File: config.mk
export PLATFORM = sky130hd
export DESIGN_NAME = pwm_duty_sched_flat
export DESIGN_NICKNAME = d
export VERILOG_FILES = /design/src/rtl/pwm_duty_sched_if.sv /design/src/rtl/pwm_duty_sched.sv /design/src/flat_wrapper.sv
export SDC_FILE = /design/constraint.sdc
export NUM_CORES = 1
export LEC_CHECK = 0
export ABC_CLOCK_PERIOD_IN_PS = 3800
export BUFFER_PORTS_ARGS = -buffer_cell sky130_fd_sc_hd__clkbuf_2
export CAP_MARGIN = 20
export CORE_MARGIN = 4
export CORE_UTILIZATION = 65
export CTS_CLUSTER_SIZE = 12
export DETAILED_ROUTE_END_ITERATION = 16
export PLACE_DENSITY = 0.83
export SETUP_SLACK_MARGIN = 0.5
export SLEW_MARGIN = 5
export SYNTH_ARGS = -nofsm -noshare
export SYNTH_HDL_FRONTEND = slang
export SYNTH_SLANG_ARGS = --single-unit
File: constraint.sdc
create_clock -name sysclk -period 3.8 [get_ports sysclk]
set_input_delay 0 -clock sysclk [delete_from_list [all_inputs] [get_ports sysclk]]
set_output_delay 0 -clock sysclk [all_outputs]
set_load 0.01 [all_outputs]
File: src/rtl/pwm_duty_sched_if.sv
// rtl/pwm_duty_sched_if.sv - duty-word stream and period strobe between scheduler and PWM datapath
interface pwm_duty_sched_if #(
    parameter int DW = 16
);
    logic          period_end;
    logic          duty_ready;
    logic          duty_valid;
    logic [2:0]    duty_ch;
    logic [DW-1:0] duty_data;

    modport master (
        input  period_end,
        input  duty_ready,
        output duty_valid,
        output duty_ch,
        output duty_data
    );

    modport slave (
        output period_end,
        output duty_ready,
        input  duty_valid,
        input  duty_ch,
        input  duty_data
    );
endinterface

File: src/rtl/pwm_duty_sched.sv
// rtl/pwm_duty_sched.sv - key-driven PWM duty scheduler streaming one duty word per channel each period
module pwm_duty_sched #(
    parameter int CH      = 6,
    parameter int DW      = 16,
    parameter int PRESC_W = 11,
    parameter int DEB_W   = 16,
    parameter int STEP    = 256
) (
    input  logic             sysclk,
    input  logic             rst,
    input  logic [6:0]       key,
    pwm_duty_sched_if.master duty,
    output logic [1:0]       mode,
    output logic [2:0]       sel
);
    localparam int NK = 5;
    localparam logic [DW-1:0]    MAX_V      = {DW{1'b1}};
    localparam logic [DW-1:0]    STEP_V     = DW'(STEP);
    localparam logic [DW-1:0]    RISE_LIM   = MAX_V - STEP_V;
    localparam logic [DW-1:0]    BRIGHT_RST = {1'b1, {(DW-1){1'b0}}};
    localparam logic [DEB_W-1:0] DEB_MAX    = {DEB_W{1'b1}};
    localparam logic [2:0]       LAST_CH    = 3'(CH - 1);
    localparam logic [1:0]       M_OFF      = 2'd0;
    localparam logic [1:0]       M_STATIC   = 2'd1;
    localparam logic [1:0]       M_RAMP     = 2'd2;

    typedef enum logic {IDLE, SEND} state_t;

    // key[6:5] carry no function
    logic unused_keys;
    assign unused_keys = ^key[6:5];

    logic [NK-1:0]    sync1, sync2, filt, press;
    logic [DEB_W-1:0] deb_cnt [NK];

    logic [1:0]         mode_q;
    logic [2:0]         sel_q;
    logic [DW-1:0]      bright, level;
    logic               dir_fall;
    logic [CH-1:0]      en;
    logic [PRESC_W-1:0] presc;
    logic               tick;

    state_t        state, state_nxt;
    logic [2:0]    idx, idx_nxt;
    logic          snap_load;
    logic [1:0]    snap_mode;
    logic [DW-1:0] snap_bright, snap_level;
    logic [CH-1:0] snap_en;
    logic          ch_en;
    logic [DW-1:0] frame_val;

    assign mode = mode_q;
    assign sel  = sel_q;
    assign tick = &presc;

    // Synchronize, debounce and edge-detect the active-low keys; press fires on the filtered fall
    always_ff @(posedge sysclk) begin
        if (rst) begin
            sync1 <= '1;
            sync2 <= '1;
            filt  <= '1;
            press <= '0;
            for (int i = 0; i < NK; i++) deb_cnt[i] <= '0;
        end else begin
            sync1 <= key[NK-1:0];
            sync2 <= sync1;
            press <= '0;
            for (int i = 0; i < NK; i++) begin
                if (sync2[i] == filt[i]) begin
                    deb_cnt[i] <= '0;
                end else if (deb_cnt[i] == DEB_MAX) begin
                    deb_cnt[i] <= '0;
                    filt[i]    <= sync2[i];
                    press[i]   <= filt[i];
                end else begin
                    deb_cnt[i] <= deb_cnt[i] + 1'b1;
                end
            end
        end
    end

    // User controls: mode cycle, saturating brightness, channel select and per-channel enable
    always_ff @(posedge sysclk) begin
        if (rst) begin
            mode_q <= M_OFF;
            bright <= BRIGHT_RST;
            sel_q  <= 3'd0;
            en     <= '1;
        end else begin
            if (press[0]) mode_q <= (mode_q == M_RAMP) ? M_OFF : mode_q + 2'd1;
            if (press[1] && !press[2]) begin
                bright <= (bright > RISE_LIM) ? MAX_V : bright + STEP_V;
            end else if (press[2] && !press[1]) begin
                bright <= (bright < STEP_V) ? '0 : bright - STEP_V;
            end
            if (press[4]) sel_q <= (sel_q == LAST_CH) ? 3'd0 : sel_q + 3'd1;
            if (press[3]) begin
                for (int c = 0; c < CH; c++) begin
                    if (sel_q == 3'(c)) en[c] <= ~en[c];
                end
            end
        end
    end

    // Free-running prescaler; triangle ramp advances on ticks only while in RAMP
    always_ff @(posedge sysclk) begin
        if (rst) begin
            presc    <= '0;
            level    <= '0;
            dir_fall <= 1'b0;
        end else begin
            presc <= presc + 1'b1;
            if (tick && mode_q == M_RAMP) begin
                if (!dir_fall) begin
                    if (level > RISE_LIM) begin
                        level    <= MAX_V;
                        dir_fall <= 1'b1;
                    end else begin
                        level <= level + STEP_V;
                    end
                end else begin
                    if (level < STEP_V) begin
                        level    <= '0;
                        dir_fall <= 1'b0;
                    end else begin
                        level <= level - STEP_V;
                    end
                end
            end
        end
    end

    // Sequencer state register
    always_ff @(posedge sysclk) begin
        if (rst) begin
            state <= IDLE;
            idx   <= 3'd0;
        end else begin
            state <= state_nxt;
            idx   <= idx_nxt;
        end
    end

    // Sequencer next state: start a frame on period_end, advance on each accepted word
    always_comb begin
        state_nxt = state;
        idx_nxt   = idx;
        snap_load = 1'b0;
        case (state)
            IDLE: begin
                if (duty.period_end) begin
                    state_nxt = SEND;
                    idx_nxt   = 3'd0;
                    snap_load = 1'b1;
                end
            end
            SEND: begin
                if (duty.duty_ready) begin
                    if (idx == LAST_CH) begin
                        state_nxt = IDLE;
                        idx_nxt   = 3'd0;
                    end else begin
                        idx_nxt = idx + 3'd1;
                    end
                end
            end
            default: state_nxt = IDLE;
        endcase
    end

    // Frame snapshot so live key/ramp updates only affect the next frame
    always_ff @(posedge sysclk) begin
        if (rst) begin
            snap_mode   <= M_OFF;
            snap_bright <= '0;
            snap_level  <= '0;
            snap_en     <= '0;
        end else if (snap_load) begin
            snap_mode   <= mode_q;
            snap_bright <= bright;
            snap_level  <= level;
            snap_en     <= en;
        end
    end

    // Duty word for the current channel, derived only from the snapshot so it holds during stalls
    always_comb begin
        ch_en = 1'b0;
        for (int c = 0; c < CH; c++) begin
            if (idx == 3'(c)) ch_en = snap_en[c];
        end
        case (snap_mode)
            M_STATIC: frame_val = snap_bright;
            M_RAMP:   frame_val = snap_level;
            default:  frame_val = '0;
        endcase
    end

    assign duty.duty_valid = (state == SEND);
    assign duty.duty_ch    = idx;
    assign duty.duty_data  = (state == SEND && ch_en) ? frame_val : '0;

endmodule

File: src/flat_wrapper.sv
// flat-port wrapper written by rule: the top's interface ports become plain ports
module pwm_duty_sched_flat 
#(
    parameter int CH      = 6,
    parameter int DW      = 16,
    parameter int PRESC_W = 11,
    parameter int DEB_W   = 16,
    parameter int STEP    = 256
)
  (sysclk, rst, key, mode, sel, duty_period_end, duty_duty_ready, duty_duty_valid, duty_duty_ch, duty_duty_data);
  pwm_duty_sched_if #(.DW(DW)) duty_i ();
  input  logic sysclk;
  input  logic rst;
  input  logic [6:0] key;
  output logic [1:0] mode;
  output logic [2:0] sel;
  input wire logic [$bits(duty_i.period_end)-1:0] duty_period_end;
  input wire logic [$bits(duty_i.duty_ready)-1:0] duty_duty_ready;
  output wire logic [$bits(duty_i.duty_valid)-1:0] duty_duty_valid;
  output wire logic [$bits(duty_i.duty_ch)-1:0] duty_duty_ch;
  output wire logic [$bits(duty_i.duty_data)-1:0] duty_duty_data;
  assign duty_i.period_end = duty_period_end;
  assign duty_i.duty_ready = duty_duty_ready;
  assign duty_duty_valid = duty_i.duty_valid;
  assign duty_duty_ch = duty_i.duty_ch;
  assign duty_duty_data = duty_i.duty_data;
  pwm_duty_sched #(.CH(CH), .DW(DW), .PRESC_W(PRESC_W), .DEB_W(DEB_W), .STEP(STEP)) u_core (.sysclk(sysclk), .rst(rst), .key(key), .duty(duty_i), .mode(mode), .sel(sel));
endmodule
# == Yosys cells after proc, flatten, opt, wreduce, memory -nomap -nowiden ==
# Memories as Yosys holds them, arrays and structs flattened.
# Index checks and enable logic that the tools add are counted.
# Widths: inputs -> output; s select.
# word_totals
register_bits,119
mem_bits_rw,80
input_bits,11
out_inout_bits,25
wordCells,233
n_memories,1
# mem_list
memory,depth,word_bits,read_ports,rd_ports_with_merged_regs,wr,line_no,rtl
u_core.deb_cnt,5,16,5,0,5,pwm_duty_sched.sv:34,logic [DEB_W-1:0] deb_cnt [NK];
# op_classes
n_addsub,13
order_cmp,4
n_eq_ne,25
mux,101
n_bitwise,32
reduce_logical,27
# op_table
cell,n
$mux 16,23
$add 16x1->16 const B,5
$eq 16x16->1 const B,5
$mux 1,70
$add 16x9->16 const B,2
$gt 16x16->1 const B,2
$lt 16x9->1 const B,2
$pmux 16 s2,1
$sub 16x9->16 const B,2
$reduce_and 2->1,12
$not 1->1,17
$or 1x1->1,15
$reduce_or 3->1,5
$eq 3x2->1 const B,4
$eq 3x3->1 const B,4
$mux 3,4
$add 11x1->11 const B,1
$reduce_and 11->1,1
$add 3x1->3 const B,2
$eq 3x1->1 const B,2
$logic_not 3->1,2
$pmux 3 s2,1
$eq 1x1->1,5
$eq 2x2->1 const B,2
other kinds (8),13

# == Depth between registers and ports, before layout ==
# logic_depth
word_depth,9
depth_mapped,7
depth_no_buf,6

# == Worst setup path before layout ==
# Ideal clock, no wire load.
# synth_path
path_kind,reg2out
from,"register u_core.idx[0], in the netlist u_core.duty.duty_ch[0]"
to,output port duty_duty_data[1]
arrival_ns,2.170
t_required_ns,3.800
setup_slack_ns,1.630
stages_incl_launch_ff,8
n_path_buf,2
path_cell_list,dfxtp_1 > clkbuf_1 > and2_1 > ha_1 > nor2_1 > a221oi_1 > nor3_1 > buf_4
# synth_between
elab_chain_len,9
elab_cells_between_ends,14
cone_classes,eq/ne: 5; mux: 7; reduce/logical: 2
# synth_lines
element,line_no,rtl
"start, declared",pwm_duty_sched.sv:45,"logic [2:0] idx, idx_nxt;"
"start signal, assigned",pwm_duty_sched.sv:141,idx <= idx_nxt;
$logic_not 3->1,pwm_duty_sched.sv:191,if (idx == 3'(c)) ch_en = snap_en[c];
$mux 1 (5 in series),pwm_duty_sched.sv:191,
$mux 1 (*),pwm_duty_sched.sv:191,
$logic_and 1x1->1 (*),pwm_duty_sched.sv:202,assign duty.duty_data = (state == SEND && ch_en) ? frame_val : '0;
$mux 16 (*),pwm_duty_sched.sv:202,
"end, declared",flat_wrapper.sv:21,output wire logic [$bits(duty_i.duty_data)-1:0] duty_duty_data;
# Mark *: on every way between the ends. The rest lies on a longest branch, timed or not.

# == Final worst setup path ==
# layout_path
from,"register u_core.idx[0], in the netlist u_core.duty.duty_ch[0]"
to,output port duty_duty_data[0]
# Same word-level chain as after synthesis.

==> flow_summary.json <==
{
  "comb_power_share_pct": 3.8,
  "syn_area_um2": 8650,
  "max_freq_ghz": 0.361,
  "clock_skew_ps": 6.33,
  "cts_tree": "yes",
  "rows": 41,
  "dieArea_um2": 15200,
  "dr.pass1.iters": 5,
  "diodes": 0,
  "cp_data_arrival_time_ps": 2770,
  "finalCritPeriodShare_pct": 73.0,
  "yosysUniqueCellTypes": 68,
  "syn2layout_area_growth_pct": 12.8,
  "status": "complete, no violations",
  "yosysSeqAreaShare_pct": 48.8,
  "ys_ff_latch": 171,
  "initial_utilization_pct": 67.5,
  "via_per_inst": 5.70,
  "io_pins": 36,
  "numPortBuffers": 33,
  "ys_async_sr_fraction_pct": 0,
  "power_frac_clock_pct": 43.1,
  "placed_cell_area_um2": 9110,
  "setup.worst_path.start_class": "flip-flop",
  "fp.dieW_um": 123,
  "globalRouteOverflowTotal": 0,
  "p_int_mw": 2.96,
  "postSynthAreaPerCell_um2": 9.29,
  "layout-drive-gt1-share_pct": 9.09,
  "num-fill-cells": 918,
  "slew_viol_final": 0,
  "design_area_um2": 9750,
  "wl_per_cell_um": 14.3,
  "setup-tns-final_ps": 0,
  "cap_viol_max_count": 0,
  "synth_edf_count": 80,
  "place_inst": 1167,
  "grt_pass1_wl_mm": 29.2,
  "p_leak_nw": 3.44,
  "worst_pin_slew_ps": 1110,
  "ant_nets": 0,
  "drc": 0,
  "dominantRegCellSynth": "dfxtp_1",
  "path_clk_slew_ps": 60,
  "crit_fanout": 10,
  "setup_viol": 0,
  "cts-buffers-inserted": 17,
  "drtIter0Drc": 515,
  "p_sw_share_pct": 22.3,
  "vias": 6877,
  "grt.total_usage_pct": 23.9,
  "yosysWarningCount": 0,
  "gp_congestion": 0.935,
  "clk_latency_ps": 430,
  "final_nets": 1049,
  "critical_path_class": "reg -> out",
  "relSlewSlack_pct": 25.2,
  "antenna_found_initial": 0,
  "hold_violations": 0,
  "required_ps": 3800,
  "dp_slack_ps": 1460,
  "grt_max_degree": 79,
  "p_sw_mw": 0.853,
  "htreeDepth": 4,
  "stdcell_count": 1206,
  "worst_slack_ps": 1030,
  "period_needed_ps": 2770,
  "clock_path_buffers": 2,
  "wirelength_mm": 17.3,
  "die_y_um": 123,
  "ir_drop_uv": 330,
  "power.total_mw": 3.82,
  "end_kind": "primary output",
  "core_area_um2": 12800,
  "clockRootBuffer": "clkbuf_16",
  "grt_pass1_vias": 6354,
  "p_per_area_nw_per_um2": 391,
  "clock_sinks": 171,
  "hold_path_class": "in -> reg",
  "syn_inst": 931,
  "p_seq_share_pct": 53.2,
  "rsz0062_at_grt": "false",
  "dp_hpwl_mm": 11.7
}
==> cell type report <==
type,instances,area [µm²],area share [%]
multi-input cells,754,4360,44.7
flip-flops and latches,171,4220,43.3
clock buffers,20,489,5.02
repair buffers,42,250,2.57
well taps,172,215,2.21
inverters,35,131,1.35
clock inverters,12,83.8,0.859
==> synthesized netlist by cell type (all sizes together) (3+ instances only) <==
master | n | area (µm²)
a22oi | 9 | 67.6
inv | 35 | 131
edfxtp | 80 | 2400
or2 | 11 | 68.8
clkbuf | 36 | 135
o31ai | 4 | 35.0
and2 | 8 | 50.1
mux2i | 7 | 70.1
nand4 | 29 | 188
buf | 14 | 96.3
a31o | 3 | 26.3
or4 | 7 | 60.1
a211oi | 3 | 22.5
a311oi | 6 | 52.6
nand3b | 3 | 22.5
xnor2 | 49 | 429
nor4b | 3 | 26.3
nor4 | 19 | 119
nor3 | 32 | 160
ha | 17 | 213
a31oi | 7 | 43.8
or3 | 14 | 93.8
nand2 | 101 | 379
nor2b | 6 | 37.5
nand3 | 41 | 205
xor2 | 33 | 289
nand2b | 6 | 37.5
a21oi | 56 | 280
dfxtp | 91 | 1820
nor2 | 112 | 420
o21ai | 24 | 120
and3 | 11 | 70.1
a211o | 4 | 35.0
and4 | 14 | 124
==> routing by layer <==
metal / wire length (µm) / up-vias / GRT usage [%] / part of all wire (%)
met5: 0 / - / 0 / 0
met2: 8510 / 172 / 38.7 / 49
met3: 759 / 27 / 3.80 / 4.4
li1: - / 3436 / - / -
met1: 7740 / 3242 / 32.4 / 45
met4: 262 / 0 / 8.93 / 1.5
==> what timing repair did <==
action	CTS	global route
hold endpoints to repair	7	0
resized for setup	0	0
setup buffers	0	0
hold buffers	7	0
setup endpoints to repair	0	0
==> path summary, 6_finish.rpt <==
path                                from                   end  slack [ps]  cells after the start
setup / recovery  u_core.duty.duty_ch[0]     duty_duty_data[0]        1030                      6
hold / removal                       rst          u_core.en[0]         170                      3
setup reg to reg    u_core.deb_cnt[4][0]  u_core.deb_cnt[4][5]        1590                      5
hold reg to reg          u_core.sync1[0]       u_core.sync2[0]         410                      1
==> per-stage QoR <==
step / hold slack [ps] / util (%)
3_5_place_dp: 186 / 71.0
5_1_grt: 196 / 76.1
4_1_cts: 153 / 76.1
3_3_place_gp: 187 / 71.0
6_report: 170 / 76.1
2_1_floorplan: 104 / -
==> cell usage in the layout (no fill, tap or decap), drive strengths merged, types with 3 or more instances in the layout <==
cell type	n
a211o	4
a211oi	3
a21oi	56
a22oi	9
a311oi	6
a31o	3
a31oi	7
and2	8
and3	11
and4	14
clkbuf	53
clkinv	9
conb	80
dfxtp	91
dlygate4sd3	7
edfxtp	80
ha	17
inv	38
mux2i	7
nand2	101
nand2b	6
nand3	41
nand3b	3
nand4	29
nor2	112
nor2b	6
nor3	32
nor4	19
nor4b	3
o21ai	24
o31ai	4
or2	11
or3	14
or4	7
xnor2	49
xor2	33
==> sequential cells by signal (all words and copies together), names as in the netlist, 2 cells and up <==
signal / count
u_core.snap_mode: 2
u_core.level: 9
u_core.mode: 2
u_core.snap_level: 9
u_core.sel: 3
u_core.filt: 5
u_core.snap_en: 6
u_core.presc: 11
u_core.bright: 9
u_core.press: 5
u_core.deb_cnt: 80
u_core.sync1: 5
u_core.snap_bright: 9
u_core.sync2: 5
u_core.en: 6
u_core.duty.duty_ch: 3
==> power by group through the flow <==
stage,clock network (mW),registers [mW],logic [mW]
4_1_cts,1.67,2.03,0.142
3_3_place_gp,0,2.06,0.131
2_1_floorplan,0,2.05,0.109
5_1_grt,1.76,2.04,0.165
6_report,1.64,2.03,0.145
3_5_place_dp,0,2.07,0.133
==> cell families (layout without fill, tap and decap cells) <==
family,Yosys count,count (layout),synth area share [%]
and+or+nand+nor,425,425,24.7
DFF,171,171,48.8
AOI/OAI and AO/OA,143,143,10.7
buffers and inverters,85,109,4.19
xor gates and xnor gates,82,82,8.30
adders and majority gates,17,17,2.46
muxes,7,7,0.810
other,1,80,0.0433
==> critical path: stages, from the launching register on <==
cell and delay (ps):
dfxtp_1 500, and2_1 180, ha_1 150, nor2_1 40, a221oi_1 870, nor3_1 370
clkbuf_2 230
No activity file was read; power rests on OpenSTA's default activity.
